$ cat config.mk
export PLATFORM = sky130hd
export DESIGN_NAME = mux_sel_scanner_flat
export DESIGN_NICKNAME = d
export VERILOG_FILES = /design/src/rtl/mux_sel_scanner_if.sv /design/src/rtl/mux_sel_scanner.sv /design/src/flat_wrapper.sv
export SDC_FILE = /design/constraint.sdc
export NUM_CORES = 1
export LEC_CHECK = 0
export ABC_AREA = 1
export ABC_CLOCK_PERIOD_IN_PS = 3900
export CAP_MARGIN = 0
export CORE_MARGIN = 2
export CORE_UTILIZATION = 40
export DETAILED_ROUTE_END_ITERATION = 10
export SYNTH_ARGS = -nofsm -noshare
export SYNTH_HDL_FRONTEND = slang
export SYNTH_SLANG_ARGS = --single-unit
$ cat constraint.sdc
create_clock -name clk -period 3.9 [get_ports clk]
set_input_delay 0.39 -clock clk [delete_from_list [all_inputs] [get_ports clk]]
set_output_delay 0.39 -clock clk [all_outputs]
set_load 0.03 [all_outputs]
$ cat src/rtl/mux_sel_scanner_if.sv
// mux_sel_scanner_if -- bundles the scanner's control, mux and frame signals.
//   start, mode_cont : scan request / continuous-restart enable
//   s, mux_out       : select to the 4:1 mux and the mux output it returns
//   frame, frame_valid, frame_ready : captured 4-bit frame and its handshake
//   busy             : scanner is settling or holding a frame
//   ch_mask          : channel enable mask (only when SCAN_MASK_EN is defined)
// Modports: master = scanner side, slave = environment side.
interface mux_sel_scanner_if;
  logic       start;
  logic       mode_cont;
  logic [1:0] s;
  logic       mux_out;
  logic [3:0] frame;
  logic       frame_valid;
  logic       frame_ready;
  logic       busy;
`ifdef SCAN_MASK_EN
  logic [3:0] ch_mask;

  modport master (
    input  start, mode_cont, mux_out, frame_ready, ch_mask,
    output s, frame, frame_valid, busy
  );
  modport slave (
    output start, mode_cont, mux_out, frame_ready, ch_mask,
    input  s, frame, frame_valid, busy
  );
`else
  modport master (
    input  start, mode_cont, mux_out, frame_ready,
    output s, frame, frame_valid, busy
  );
  modport slave (
    output start, mode_cont, mux_out, frame_ready,
    input  s, frame, frame_valid, busy
  );
`endif
endinterface

$ cat src/rtl/mux_sel_scanner.sv
// mux_sel_scanner -- drives the select of a 4:1 mux, holds each channel for
// DWELL cycles, samples the mux output on the last cycle of each dwell and
// assembles the samples into a 4-bit frame (bit k = sample taken while s == k).
// The frame is offered with valid/ready; mode_cont restarts the scan at the
// handshake without an idle cycle.
// Ports:
//   clk : rising-edge clock
//   rst : synchronous active-high reset
//   bus : mux_sel_scanner_if.master (start, mode_cont, s, mux_out, frame,
//         frame_valid, frame_ready, busy[, ch_mask])
// Parameter DWELL (1..255): cycles the select is held per channel.
// Optional macro SCAN_MASK_EN: adds bus.ch_mask; disabled channels are skipped
// and read as 0 in the frame.
module mux_sel_scanner #(
  parameter int DWELL = 2
) (
  input  logic               clk,
  input  logic               rst,
  mux_sel_scanner_if.master  bus
);

  typedef enum logic [1:0] {
    IDLE   = 2'd0,
    SETTLE = 2'd1,
    HOLD   = 2'd2
  } state_t;

  localparam logic [7:0] DWELL_LAST = 8'(DWELL - 1);

  // Lowest enabled channel at or above lo; result is {found, channel}.
  function automatic logic [2:0] find_from(input logic [3:0] mask, input logic [2:0] lo);
    logic [2:0] r;
    r = 3'b000;
    for (int i = 3; i >= 0; i--) begin
      if (mask[i] && (3'(i) >= lo)) begin
        r = {1'b1, 2'(i)};
      end else begin
        r = r;
      end
    end
    return r;
  endfunction

  state_t     state_r, state_nxt_s;
  logic [1:0] ch_r, ch_nxt_s;
  logic [7:0] cnt_r, cnt_nxt_s;
  logic [3:0] shadow_r, shadow_nxt_s;
  logic [3:0] frame_r, frame_nxt_s;
  logic       frame_valid_r, frame_valid_nxt_s;
  logic [1:0] s_r, s_nxt_s;
  logic       busy_r, busy_nxt_s;
  logic       begin_scan_s;
  logic [3:0] sample_s;
  logic [2:0] next_ch_s;
  logic [2:0] first_ch_s;
  logic [3:0] scan_mask_s;
  logic [3:0] start_mask_s;

`ifdef SCAN_MASK_EN
  logic [3:0] mask_r, mask_nxt_s;
  // The running scan uses the mask captured at its start; a new scan uses the live input.
  assign scan_mask_s  = mask_r;
  assign start_mask_s = bus.ch_mask;
`else
  // Without masking every channel is always scanned.
  assign scan_mask_s  = 4'b1111;
  assign start_mask_s = 4'b1111;
`endif

  assign bus.s           = s_r;
  assign bus.frame       = frame_r;
  assign bus.frame_valid = frame_valid_r;
  assign bus.busy        = busy_r;

  // Next-state and next-output logic for the scan FSM.
  always_comb begin
    state_nxt_s       = state_r;
    ch_nxt_s          = ch_r;
    cnt_nxt_s         = cnt_r;
    shadow_nxt_s      = shadow_r;
    frame_nxt_s       = frame_r;
    frame_valid_nxt_s = frame_valid_r;
    s_nxt_s           = s_r;
    busy_nxt_s        = busy_r;
    begin_scan_s      = 1'b0;
`ifdef SCAN_MASK_EN
    mask_nxt_s        = mask_r;
`endif
    // Shadow with the current channel's sample merged in; becomes the frame on the last channel.
    sample_s          = shadow_r;
    sample_s[ch_r]    = bus.mux_out;
    next_ch_s         = find_from(scan_mask_s, {1'b0, ch_r} + 3'd1);
    first_ch_s        = find_from(start_mask_s, 3'd0);

    case (state_r)
      IDLE: begin
        s_nxt_s           = 2'd0;
        busy_nxt_s        = 1'b0;
        frame_valid_nxt_s = 1'b0;
        if (bus.start) begin
          begin_scan_s = 1'b1;
        end else begin
          begin_scan_s = 1'b0;
        end
      end
      SETTLE: begin
        if (cnt_r == DWELL_LAST) begin
          shadow_nxt_s = sample_s;
          cnt_nxt_s    = 8'd0;
          if (next_ch_s[2]) begin
            ch_nxt_s = next_ch_s[1:0];
            s_nxt_s  = next_ch_s[1:0];
          end else begin
            // Last enabled channel sampled: publish; s stays on that channel.
            state_nxt_s       = HOLD;
            frame_nxt_s       = sample_s;
            frame_valid_nxt_s = 1'b1;
          end
        end else begin
          cnt_nxt_s = cnt_r + 8'd1;
        end
      end
      HOLD: begin
        if (frame_valid_r && bus.frame_ready) begin
          frame_valid_nxt_s = 1'b0;
          if (bus.mode_cont) begin
            begin_scan_s = 1'b1;
          end else begin
            state_nxt_s = IDLE;
            s_nxt_s     = 2'd0;
            busy_nxt_s  = 1'b0;
          end
        end else begin
          begin_scan_s = 1'b0;
        end
      end
      default: begin
        state_nxt_s       = IDLE;
        s_nxt_s           = 2'd0;
        busy_nxt_s        = 1'b0;
        frame_valid_nxt_s = 1'b0;
      end
    endcase

    // Common entry into a new scan, from IDLE or from a continuous restart.
    if (begin_scan_s) begin
      shadow_nxt_s = 4'd0;
      cnt_nxt_s    = 8'd0;
      busy_nxt_s   = 1'b1;
`ifdef SCAN_MASK_EN
      mask_nxt_s   = bus.ch_mask;
`endif
      if (first_ch_s[2]) begin
        state_nxt_s = SETTLE;
        ch_nxt_s    = first_ch_s[1:0];
        s_nxt_s     = first_ch_s[1:0];
      end else begin
        // Nothing enabled: an all-zero frame is ready immediately.
        state_nxt_s       = HOLD;
        ch_nxt_s          = 2'd0;
        s_nxt_s           = 2'd0;
        frame_nxt_s       = 4'd0;
        frame_valid_nxt_s = 1'b1;
      end
    end else begin
      shadow_nxt_s = shadow_nxt_s;
    end
  end

  // State and output registers with synchronous reset.
  always_ff @(posedge clk) begin
    if (rst) begin
      state_r       <= IDLE;
      ch_r          <= 2'd0;
      cnt_r         <= 8'd0;
      shadow_r      <= 4'd0;
      frame_r       <= 4'd0;
      frame_valid_r <= 1'b0;
      s_r           <= 2'd0;
      busy_r        <= 1'b0;
`ifdef SCAN_MASK_EN
      mask_r        <= 4'd0;
`endif
    end else begin
      state_r       <= state_nxt_s;
      ch_r          <= ch_nxt_s;
      cnt_r         <= cnt_nxt_s;
      shadow_r      <= shadow_nxt_s;
      frame_r       <= frame_nxt_s;
      frame_valid_r <= frame_valid_nxt_s;
      s_r           <= s_nxt_s;
      busy_r        <= busy_nxt_s;
`ifdef SCAN_MASK_EN
      mask_r        <= mask_nxt_s;
`endif
    end
  end

endmodule

$ cat src/flat_wrapper.sv
// flat-port wrapper written by rule: the top's interface ports become plain ports
module mux_sel_scanner_flat 
#(
  parameter int DWELL = 2
)
  (clk, rst, bus_start, bus_mode_cont, bus_mux_out, bus_frame_ready, bus_s, bus_frame, bus_frame_valid, bus_busy);
  mux_sel_scanner_if bus_i ();
  input  logic clk;
  input  logic rst;
  input wire logic [$bits(bus_i.start)-1:0] bus_start;
  input wire logic [$bits(bus_i.mode_cont)-1:0] bus_mode_cont;
  input wire logic [$bits(bus_i.mux_out)-1:0] bus_mux_out;
  input wire logic [$bits(bus_i.frame_ready)-1:0] bus_frame_ready;
  output wire logic [$bits(bus_i.s)-1:0] bus_s;
  output wire logic [$bits(bus_i.frame)-1:0] bus_frame;
  output wire logic [$bits(bus_i.frame_valid)-1:0] bus_frame_valid;
  output wire logic [$bits(bus_i.busy)-1:0] bus_busy;
  assign bus_i.start = bus_start;
  assign bus_i.mode_cont = bus_mode_cont;
  assign bus_i.mux_out = bus_mux_out;
  assign bus_i.frame_ready = bus_frame_ready;
  assign bus_s = bus_i.s;
  assign bus_frame = bus_i.frame;
  assign bus_frame_valid = bus_i.frame_valid;
  assign bus_busy = bus_i.busy;
  mux_sel_scanner #(.DWELL(DWELL)) u_core (.clk(clk), .rst(rst), .bus(bus_i));
endmodule
==> impl_summary.log <==
[metrics] Inst Count DP: 240
[metrics] fraction of synthesized cell area in xor and xnor cells: under 10%
[metrics] synthesized area divided by synthesized cell count: roughly 7 µm²
[metrics] fraction of final layout cells with drive strength greater than 1: approximately 18%
[metrics] count of input and output buffers: 13
[metrics] layout overhead on the synthesized area: 14.1%
[metrics] maximum VDD drop: 101 µV
[metrics] drc violations: 0
[metrics] count of mapped cells out of synthesis: between 150 and 200
[metrics] most common library cell in the layout ignoring fill and taps: nand2_1
[metrics] status: finished, final reports clean
[metrics] GRT Resource Usage Total: 15.1%
[metrics] grt met1 use: about a fifth
[metrics] Setup-failing EPs final: 0
[metrics] Peak Freq: about 560 MHz
[metrics] Fin Clk Skew: around 0.0065 ns
[metrics] CTS H-tree lvls: 1
[metrics] Hold Path Origin: u_core.shadow_r[0]$_SDFFE_PP0P_
[metrics] data arrival time of the critical path: around 1.4 ns
[metrics] hold-fix buffer count after cts: 0
[metrics] CP Max Fanout: 3
[metrics] slew at the pin closest to its max-slew limit: approximately 0.34 ns
[metrics] via density per instance: around 4.5
[metrics] weighted congestion reported at the end of routability-driven placement: between 0.7 and 0.8
[metrics] met3 routing resource usage after global routing: about 2.5%
[metrics] max cap viols: 0
[metrics] share of synthesized area spent on multiplexers: 0%
[metrics] highest cell delay on the worst timing path: around 0.68 ns
[metrics] Worst Path Required: 3.51 ns
[metrics] number of distinct library cells after synthesis: 27
[metrics] Die Outline Area: around 3800 µm²
[metrics] Crit. Startpoint: u_core.bus.frame_valid$_SDFFE_PP0P_
[metrics] Clk Latency, worst-skew pair: about 0.32 ns
[metrics] global routing's busiest layer: met2
[metrics] Pins Over Slew Limit: 0
[metrics] Sum Neg Setup Slack: 0 ns
[metrics] Die X: ~61 µm
[metrics] clock tree from TritonCTS: done
[metrics] Synthesis Warnings: 0
[metrics] estimated wirelength of the detail-placed design: 1900 µm
[metrics] clock root buffer: clkbuf_4
[metrics] number of buffers inserted by post-CTS setup repair: 0
[metrics] non-filler instance count after layout: 244
[metrics] ant diodes: 0
[metrics] crit start category: flip-flop
[metrics] unrepaired setup endpoints after global routing: no
[metrics] Filler cells: roughly 350
[metrics] most frequent cells in the layout: nand2_1 (43), inv_1 (29), dfxtp_1 (23)
[metrics] Worst Path Buf+Inv: 1
[metrics] number of core rows: 20
[metrics] fraction of the mapped netlist area in adder cells: 5.69%
[metrics] crit path capture type: output pin
[metrics] Crit-path slowest cell: clkdlybuf4s50_1
[metrics] total number of clock tree sinks: 23
[metrics] Final period util: 45.5%
[metrics] initial antenna violation count: 0
[metrics] final worst path period need: ~1.8 ns
[metrics] startpoint-to-endpoint class of the critical path: reg2out
[metrics] number of buffers created by CTS: 3
[metrics] final global-route overflow total: 0
[metrics] detailed-route via count: 1091
[metrics] initial DRC count: 25
[metrics] worst hold slack across all endpoints: 0.477 ns
[metrics] initial core utilization: 42.5%
[metrics] cell class contributing the biggest share of worst-path delay: buffers and inverters
[metrics] cell-by-cell trace of the critical path: clkdlybuf4s50_1
[metrics] standby leakage power: between 0.6 and 0.7 nW
[metrics] largest net degree at the start of global routing: 14
[metrics] net count after synthesis: about 200
[metrics] share of the synthesized area in compound gates (AO/OA/AOI/OAI): about 8.2%
[metrics] Detailed Route WL: between 2000 and 2500 µm
[metrics] power density over cell area: between 200 and 300 nW/µm²
[metrics] total standard cell area after synthesis: 1320 µm²
[metrics] sequential element share of the synthesized area: a little over a third
[metrics] final design utilization: a little under 50%
[metrics] met2 Usage GRT: roughly a quarter
[metrics] boundary pin count: 14
[metrics] vias in the first global route: roughly 990
[metrics] number of routed nets with antenna violations: 0
[metrics] fraction of the mapped netlist area in simple logic gates: a little under two fifths
[metrics] post-synthesis sequential element count: 23
[metrics] die height: just over 60 µm
[metrics] Avg WL per Cell: about 10 µm
[metrics] Clk pin slew, worst setup/hold paths: 0.13 ns
[metrics] Gates resized, CTS repair: 0
[metrics] dominant combinational cell family by area after synthesis: simple AND/OR/NAND/NOR gates
[metrics] first-pass iteration count of the detailed router: 4
[metrics] classification of the worst-slack hold path: reg2reg
[metrics] headroom to the max-slew limit: 77.3%
[metrics] area of the core: 3100 µm²
[metrics] # nets final: ~210
[metrics] count of final hold-check violations: 0
[metrics] critical register-to-register path startpoint: u_core.state_r[0]$_SDFFE_PP0P_
[metrics] deepest clock path buffer count: 2
[metrics] global-route wire length before repair: 4210 µm
## final cells by class
type / count / area (µm²) / share of cell area [%]
well taps: 44 / 55.1 / 3.66
multi-input cells: 121 / 686 / 45.6
clock buffers: 3 / 22.5 / 1.50
inverters: 39 / 146 / 9.73
repair buffers: 13 / 130 / 8.65
flip-flops and latches: 23 / 460 / 30.6
clock inverters: 1 / 5.00 / 0.333
## through the flow
step	worst slack, ns	area (µm²)	power, W
floorplan	2.63	1320	0.000306
global placement	2.06	1480	0.000324
detailed placement	2.03	1480	0.000325
CTS	2.10	1510	0.000439
global route	2.08	1510	0.000458
finish	2.13	1510	0.000433
## kinds of logic after synthesis
| group | count (synthesis) |
|---|---|
| DFF | 23 |
| buffers and inverters | 41 |
| AOI/OAI and AO/OA | 18 |
| adders and majority gates | 6 |
| and+or+nand+nor | 95 |
| xor gates and xnor gates | 2 |
## cell usage after synthesis (all sizes together)
cell	count	share of area [%]
nand2	53	18
inv	38	11
dfxtp	23	35
nor2	23	9.3
nand3	14	6.1
a21oi	10	4.6
ha	6	5.7
o21ai	6	2.3
nor3	3	2.4
buf	2	2.0
nand4	2	0.95
o21a	2	1.2
xor2	2	1.3
clkinv	1	0.28
## worst paths after layout
path / to / slack [ns] / cells past startpoint
max reg2reg: u_core.ch_r[1]$_SDFFE_PP0P_ / 2.48 / 7
min reg2reg: u_core.shadow_r[0]$_SDFFE_PP0P_ / 0.48 / 2
min: u_core.shadow_r[0]$_SDFFE_PP0P_ / 0.48 / 2
max: bus_frame_valid / 2.13 / 1
## registers in the layout (all words and copies together), names as in the netlist
| register | cells |
|---|---|
| u_core.bus.busy | 1 |
| u_core.bus.frame | 4 |
| u_core.state_r | 2 |
| u_core.ch_r | 2 |
| u_core.bus.frame_valid | 1 |
| u_core.shadow_r | 3 |
| u_core.bus.s | 2 |
| u_core.cnt_r | 8 |
## where the power goes
part	leakage [nW]	internal, W	switching, W	total (W)
combinational	0.474	0.0000262	0.0000478	0.0000739
sequential	0.186	0.000241	0.00000444	0.000245
clock	0.0177	0.0000384	0.0000757	0.000114
## metal layers
layer / vias to the layer above / part of all wire (%)
li1: 592 / -
met4: 0 / 1.8
met2: 12 / 45
met3: 5 / 3.5
met1: 482 / 49
met5: - / 0
Note: power is estimated with default switching activity, not from simulation.
